$ cat src/rtl/idu_ctrl_pkg.sv
// rtl/idu_ctrl_pkg.sv - shared decode constants, immediate type indices and opcode classifier
package idu_ctrl_pkg;

   localparam int INST_W = 32;
   localparam int PC_W   = 32;
   localparam int IMM_W  = 32;
   localparam int TYPE_W = 6;

   localparam int TYPE_I = 1;
   localparam int TYPE_S = 2;
   localparam int TYPE_B = 3;
   localparam int TYPE_U = 4;
   localparam int TYPE_J = 5;

   localparam logic [6:0] OP_LOAD   = 7'b0000011;
   localparam logic [6:0] OP_IMM    = 7'b0010011;
   localparam logic [6:0] OP_JALR   = 7'b1100111;
   localparam logic [6:0] OP_SYSTEM = 7'b1110011;
   localparam logic [6:0] OP_STORE  = 7'b0100011;
   localparam logic [6:0] OP_BRANCH = 7'b1100011;
   localparam logic [6:0] OP_LUI    = 7'b0110111;
   localparam logic [6:0] OP_AUIPC  = 7'b0010111;
   localparam logic [6:0] OP_JAL    = 7'b1101111;
   localparam logic [6:0] OP_REG    = 7'b0110011;

   typedef logic [TYPE_W-1:1] imm_sel_t;

   typedef enum logic [1:0] {
      ST_EMPTY,
      ST_ONE,
      ST_FULL
   } fifo_state_e;

   function automatic imm_sel_t decode_sel(input logic [6:0] op);
      imm_sel_t sel;
      sel = '0;
      case (op)
         OP_LOAD, OP_IMM, OP_JALR, OP_SYSTEM: sel[TYPE_I] = 1'b1;
         OP_STORE:                            sel[TYPE_S] = 1'b1;
         OP_BRANCH:                           sel[TYPE_B] = 1'b1;
         OP_LUI, OP_AUIPC:                    sel[TYPE_U] = 1'b1;
         OP_JAL:                              sel[TYPE_J] = 1'b1;
         default:                             sel = '0;
      endcase
      return sel;
   endfunction

   // R-type is the only recognised opcode that carries no immediate
   function automatic logic decode_illegal(input logic [6:0] op);
      return (decode_sel(op) == '0) && (op != OP_REG);
   endfunction

endpackage

$ cat src/rtl/genImm.sv
// rtl/genImm.sv - RV32 immediate generator driven by a one-hot format select
module genImm
   import idu_ctrl_pkg::*;
(
   input  logic [INST_W-1:7] inst,
   input  imm_sel_t          imm_sel,
   output logic [IMM_W-1:0]  imm
);

   always_comb begin
      imm = '0;
      if (imm_sel[TYPE_I])
         imm = {{20{inst[31]}}, inst[31:20]};
      else if (imm_sel[TYPE_S])
         imm = {{20{inst[31]}}, inst[31:25], inst[11:7]};
      else if (imm_sel[TYPE_B])
         imm = {{19{inst[31]}}, inst[31], inst[7], inst[30:25], inst[11:8], 1'b0};
      else if (imm_sel[TYPE_U])
         imm = {inst[31:12], 12'b0};
      else if (imm_sel[TYPE_J])
         imm = {{11{inst[31]}}, inst[31], inst[19:12], inst[20], inst[30:21], 1'b0};
   end

endmodule

$ cat src/rtl/idu_ctrl.sv
// rtl/idu_ctrl.sv - decode stage: opcode classification into a 2-entry skid FIFO toward EXU
module idu_ctrl
   import idu_ctrl_pkg::*;
(
   input  logic              clk_i,
   input  logic              rst_i,
   input  logic              flush_i,
   input  logic              in_valid_i,
   output logic              in_ready_o,
   input  logic [INST_W-1:0] inst_i,
   input  logic [PC_W-1:0]   pc_i,
   output logic              out_valid_o,
   input  logic              out_ready_i,
   output logic [INST_W-1:0] inst_o,
   output logic [PC_W-1:0]   pc_o,
   output imm_sel_t          imm_sel_o,
   output logic [IMM_W-1:0]  imm_o,
   output logic              illegal_o
);

   fifo_state_e       state;
   logic              head;
   logic              tail;
   logic [INST_W-1:0] inst_q [2];
   logic [PC_W-1:0]   pc_q   [2];
   imm_sel_t          sel_q  [2];
   logic              ill_q  [2];

   logic push;
   logic pop;

   // ready depends only on registered state, so out_ready_i never reaches in_ready_o
   assign in_ready_o  = (state != ST_FULL);
   assign out_valid_o = (state != ST_EMPTY);
   assign push        = in_valid_i & in_ready_o;
   assign pop         = out_valid_o & out_ready_i;

   always_ff @(posedge clk_i or posedge rst_i) begin
      if (rst_i) begin
         state <= ST_EMPTY;
         head  <= 1'b0;
         tail  <= 1'b0;
         for (int i = 0; i < 2; i++) begin
            inst_q[i] <= '0;
            pc_q[i]   <= '0;
            sel_q[i]  <= '0;
            ill_q[i]  <= 1'b0;
         end
      end else if (flush_i) begin
         state <= ST_EMPTY;
         head  <= 1'b0;
         tail  <= 1'b0;
      end else begin
         if (push) begin
            inst_q[tail] <= inst_i;
            pc_q[tail]   <= pc_i;
            sel_q[tail]  <= decode_sel(inst_i[6:0]);
            ill_q[tail]  <= decode_illegal(inst_i[6:0]);
            tail         <= ~tail;
         end
         if (pop)
            head <= ~head;
         case (state)
            ST_EMPTY: if (push) state <= ST_ONE;
            ST_ONE: begin
               if (push && !pop)
                  state <= ST_FULL;
               else if (pop && !push)
                  state <= ST_EMPTY;
            end
            ST_FULL:  if (pop) state <= ST_ONE;
            default:  state <= ST_EMPTY;
         endcase
      end
   end

   assign inst_o    = inst_q[head];
   assign pc_o      = pc_q[head];
   assign imm_sel_o = sel_q[head];
   assign illegal_o = ill_q[head];

   genImm u_gen_imm (
      .inst    (inst_q[head][INST_W-1:7]),
      .imm_sel (sel_q[head]),
      .imm     (imm_o)
   );

endmodule

$ cat config.mk
export PLATFORM = sky130hd
export DESIGN_NAME = idu_ctrl
export DESIGN_NICKNAME = d
export VERILOG_FILES = /design/src/rtl/idu_ctrl_pkg.sv /design/src/rtl/genImm.sv /design/src/rtl/idu_ctrl.sv
export SDC_FILE = /design/constraint.sdc
export NUM_CORES = 1
export LEC_CHECK = 0
export CAP_MARGIN = 30
export CORE_MARGIN = 2
export CORE_UTILIZATION = 45
export DETAILED_ROUTE_END_ITERATION = 8
export GPL_TIMING_DRIVEN = 0
export PLACE_DENSITY_LB_ADDON = 0.25
export SYNTH_ARGS = -nofsm -noshare
export SYNTH_HDL_FRONTEND = slang
export SYNTH_SLANG_ARGS = --single-unit
$ cat constraint.sdc
create_clock -name clk_i -period 4.9 [get_ports clk_i]
set_input_delay 0.735 -clock clk_i [delete_from_list [all_inputs] [get_ports clk_i]]
set_output_delay 0.735 -clock clk_i [all_outputs]
set_load 0.005 [all_outputs]
# [Yosys cells after proc, flatten, opt, wreduce, memory -nomap -nowiden]
# Cells that the tools add are included.
[totals] memories=0 word_cells=104 latchBits=0 regBits=144 romBits=0 ramBits=0
[classes] n_mux=52 n_bitwise=7 shifts=0 n_lt_le_gt_ge=3 div_mod_pow=0 n_reduce_logical=15 multipliers=0 n_eq_ne=16 add_sub_neg=0
[ops] cell="$mux 32" count=12
[ops] cell="$bwmux 64" count=2
[ops] cell="$demux 32 s1" count=1
[ops] cell="$eq 7x7->1 const B" count=4
[ops] cell="$mux 1" count=23
[ops] cell="$mux 5" count=4
[ops] cell="$eq 7x5->1 const B" count=2
[ops] cell="$eq 7x6->1 const B" count=2
[ops] cell="$bwmux 10" count=1
[ops] cell="$mux 2" count=5
[ops] cell="$eq 7x2->1 const B" count=1
[ops] cell="$ne 7x6->1 const B" count=1
[ops] cell="$ne 3x3->1 const B" count=2
[ops] cell="$pmux 2 s3" count=1
[ops] cell="$reduce_bool 2->1" count=3
[ops] cell="$demux 5 s1" count=1
[ops] cell="$logic_not 5->1" count=1
[ops] cell="$ge 2x2->1 const B" count=2
[ops] cell="$logic_and 1x1->1" count=4
[ops] cell="$ne 4x4->1 const B" count=1
[ops] cell="$not 1->2" count=2
[ops] cell="$reduce_or 4->1" count=1
[ops] cell="$not 1->1" count=3
[ops] cell="$reduce_and 3->1" count=1
[ops] cell="11 further kinds" count=13

# [Depth between registers and ports, before layout]
[logic_depth] word_depth=9 mapped_depth=6

# [Modules after synthesis]
# Synthesis repeated with hierarchy kept, for this count alone.
[unflattened] hier_cells=485 hier_area_um2=6847.8
[by_module_without_submodules] module="idu_ctrl" area_each_um2=6485.0 instances=1 cells_each=419
[by_module_without_submodules] module="genImm" area_each_um2=362.8 instances=1 cells_each=66

# [Least setup slack after synthesis]
# No wires, ideal clock.
[synth_timing] path_kind="register to output" start="register sel_q[7] (netlist bit)" end="output imm_o[27]" t_arrival_ps=1606 t_required_ps=4165 slack_ps=2559 stages_incl_launch_ff=5 path_cell_list="dfrtp_1 or4_4 a211oi_4 buf_6 o22ai_1"
[synth_via] elab_chain_len=6
[synth_rtl] item="start, declared" line="idu_ctrl.sv:26" source="imm_sel_t sel_q [2];"
[synth_rtl] item="start signal, assigned by index" line="idu_ctrl.sv:57" source="sel_q[tail] <= decode_sel(inst_i[6:0]);"
[synth_rtl] item="$mux 5 (not written as such) (3 in a row)" line="idu_ctrl.sv:84" source=".imm_sel (sel_q[head]),"
[synth_rtl] item="$mux 32" line="genImm.sv:16" source="else if (imm_sel[TYPE_B])"
[synth_rtl] item="$mux 32" line="genImm.sv:14" source="else if (imm_sel[TYPE_S])"
[synth_rtl] item="$mux 32" line="genImm.sv:12" source="if (imm_sel[TYPE_I])"
[synth_rtl] item="end, declared" line="idu_ctrl.sv:17" source="output logic [IMM_W-1:0] imm_o,"
# No other way between the ends. The select of a mux whose other input is x is not followed.

# [Worst setup path in the final report]
[layout_timing] start="register head" end="output imm_o[30]"
[layout_via] elab_chain_len=9
[layout_rtl] item="start, declared" line="idu_ctrl.sv:22" source="logic head;"
[layout_rtl] item="start signal, assigned" line="idu_ctrl.sv:62" source="head <= ~head;"
[layout_rtl] item="$not 1->2 (not written as such) *" line="idu_ctrl.sv:83, idu_ctrl.sv:84"
[layout_rtl] item="$mux 32 (not written as such) / $mux 5 (equally long branches) (3 in a row)" line="idu_ctrl.sv:83, idu_ctrl.sv:84"
[layout_rtl] item="$mux 32" line="genImm.sv:20" source="else if (imm_sel[TYPE_J])"
[layout_rtl] item="$mux 32" line="genImm.sv:18" source="else if (imm_sel[TYPE_U])"
[layout_rtl] item="$mux 32" line="genImm.sv:16"
[layout_rtl] item="$mux 32" line="genImm.sv:14"
[layout_rtl] item="$mux 32 *" line="genImm.sv:12"
# Mark *: on every way between the ends. The rest lies on a longest branch, timed or not. The select of a mux whose other input is x is not followed.

==> metrics.cfg <==
[outcome]
status=finished clean

[placed_design]
numPortBuffers=171
place_congestion=0.846
post_dp_cell_area_um2=8890
dp_cells=868
dp_hpwl_mm=12.2

[die]
die_h_um=128
rows=45
ios=173
start_util_pct=45.8
die_area_um2=16400
chipWidth_um=128
core-area_um2=15100

[critical_path]
cp-end-kind=primary output
r2r_setup_slack_ns=2.86
crit_path_cell_trace=buf_4, nor4_2, o21ai_1, buf_2, o22ai_1, clkdlybuf4s50_1
path_class=flip-flop to primary output
critPathMaxStageDelay_ns=0.72
critPathMaxFanout=10
cpMaxStageDelayCell=nor4_2
r2r-end=inst_q[27]
cp-start-kind=flip-flop
arrival_ns=2.92
crit_required_ns=4.16
timing.rr.start=state[1]
r2r_cells=4

[route]
drtIter0Drc=179
drt-total-wl_mm=17.0
vias=4928
drc=0
dr.pass1.iters=4
wl_per_cell_um=18.9
drtAntennaViolNets=0
routed_via_density=5.48

[sta]
finalCritPeriodShare_pct=74.7
timing.fmax_mhz=273
fin_hold_ws_ns=0.487
rsz0062_at_grt=false
drv_slew=0
min_period_ns=3.66
relSlewSlack_pct=34.7
worst_pin_slew_ns=0.977
setup_viol=0
skew_ns=0.00664
hold_violations=0

[grt]
grt_util_met3_pct=7.35
grt_pass1_vias=5172
grtUsageTotal_pct=21.4
grt.met1_usage_pct=27.0
grt_max_degree=95
busiest_layer=met2
antenna_found_initial=1
grt_overflow=0
grt_first_pass_wirelength_mm=27.1
gr-usage-met2_pct=35.2

[layout]
final_util_pct=63.1
diodes=0
drive_above_1_share_pct=36.3
area_growth_pct=37.7
fin_nets=768
final_cell_mix=mux2_2, clkdlybuf4s50_1, dfrtp_1
nFillCells=1157
stdcell_count=899
final_common_cell=mux2_2
post-route-cell-area_um2=9520

[hold_path]
hp-start=inst_q[36]
hold_path_depth=1
worstHoldEndpoint=inst_q[36]
hp-class=flip-flop to flip-flop

[pwr]
p_per_area_nw_per_um2=422
power_mw=4.02
vdd_drop_max_v=0.000256
leakagePower_nw=3.97

[clock_network]
post_cts_buffers=0
cts_tree=done
cts_buffer_depth=2
clkLatencyLatePin_ns=0.42
cts_resized=0
numCtsBuffers=17
cts_max_level=4
cts_hold_buf=0
cts_root_buf=clkbuf_16
clkTransAtPathRegs_ns=0.06
cts.sinks=144

[yosys]
ys_warn_count=0
syn_avg_cell_area_um2=13.6
async_reset_ff_share_pct=100
synthCells=508
syn_area_um2=6910
synthDistinctLibCells=50
ys_seq_area_share_pct=52.1
syn_nets=577
ys_seq_elements=144
yosys_most_used_dff=dfrtp_1
synth_edf_count=0

[job]
drv_cap=0

-- synthesized netlist by cell type (2+ instances only) --
library cell  number  area [um^2]
o22ai_1           10         62.6
nand4_1            4         25.0
buf_2             22          110
dfrtp_1          144         3600
a41oi_1            2         17.5
mux2_1            13          146
nor4_1             2         12.5
nand2_1            9         33.8
o221ai_1           4         35.0
inv_1             18         67.6
nand3_1            3         15.0
buf_4              2         15.0
nand2b_1           2         12.5
nand3b_1           2         15.0
nor3_1             3         15.0
mux2i_1           10          100
buf_1              2         7.51
o211ai_1           5         37.5
o2111ai_1          8         70.1
nand4b_1           2         17.5
nor3_2             2         20.0
nor2_1            10         37.5
or3b_2             4         35.0
mux2_2           186         2090
a31oi_1            3         18.8
or3_1              2         12.5
nor3b_1            3         22.5
nor2b_1            3         18.8
a21oi_1            5         25.0
clkbuf_1           3         11.3
-- area by class of cell --
class                   count  area, um^2  area share, %
plain buffers              30         155           1.63
clock buffers              21         470           4.94
clock inverters            10         159           1.67
inverters                  18        72.6          0.762
multi-input cells         316        3090           32.4
flip-flops and latches    144        3600           37.8
well taps                 188         235           2.47
repair buffers            172        1740           18.3
-- metal layers --
metal	part of all wire [%]	wire [um]
met1	43	7390
met5	0.076	13
met3	6.2	1050
met2	49	8370
met4	1.1	195
-- registers in the layout, summed over array words and instances, names as in the netlist --
signal and count:
inst_q 64, pc_q 64, sel_q 10, ill_q 2, state 2, head 1, tail 1
-- worst max-delay path: cells and delay by family (launching register included) --
kind	cells	cell delay, ns
buffers and inverters	3	0.98
AND/OR/NAND/NOR	1	0.72
flip-flops	1	0.41
AO/OA/AOI/OAI	2	0.39
-- worst max path at each step --
stage / startpoint / to / slack (ns) / cells past startpoint
2_1_floorplan: rst_i / head / 0.30 / 1
3_3_place_gp: rst_i / inst_q[12] / -1.38 / 2
3_5_place_dp: head / imm_o[30] / 1.69 / 6
4_1_cts: head / imm_o[30] / 1.25 / 6
5_1_grt: head / imm_o[29] / 1.11 / 6
6_report: head / imm_o[30] / 1.24 / 6
-- cell families after synthesis --
group / Yosys count / share of synthesized area (%)
AOI/OAI and AO/OA: 47 / 5.21
xor gates and xnor gates: 1 / 0.127
buffers and inverters: 48 / 3.22
DFF: 144 / 52.1
muxes: 209 / 33.9
and+or+nand+nor: 59 / 5.46
-- through the flow --
| step | TNS [ns] | worst slack [ns] |
|---|---|---|
| finish | 0 | 1.24 |
| global route | 0 | 1.11 |
| CTS | 0 | 1.25 |
| detailed placement | 0 | 1.69 |
| global placement | -196.10 | -1.38 |
| floorplan | 0 | 0.299 |
-- where the power goes --
group	leakage, nW	internal [mW]	switching (mW)
sequential	1.73	1.45	0.128
combinational	1.93	0.673	0.388
clock	0.305	0.888	0.490
total	3.97	3.01	1.01
Note: power is estimated with default switching activity, not from simulation.
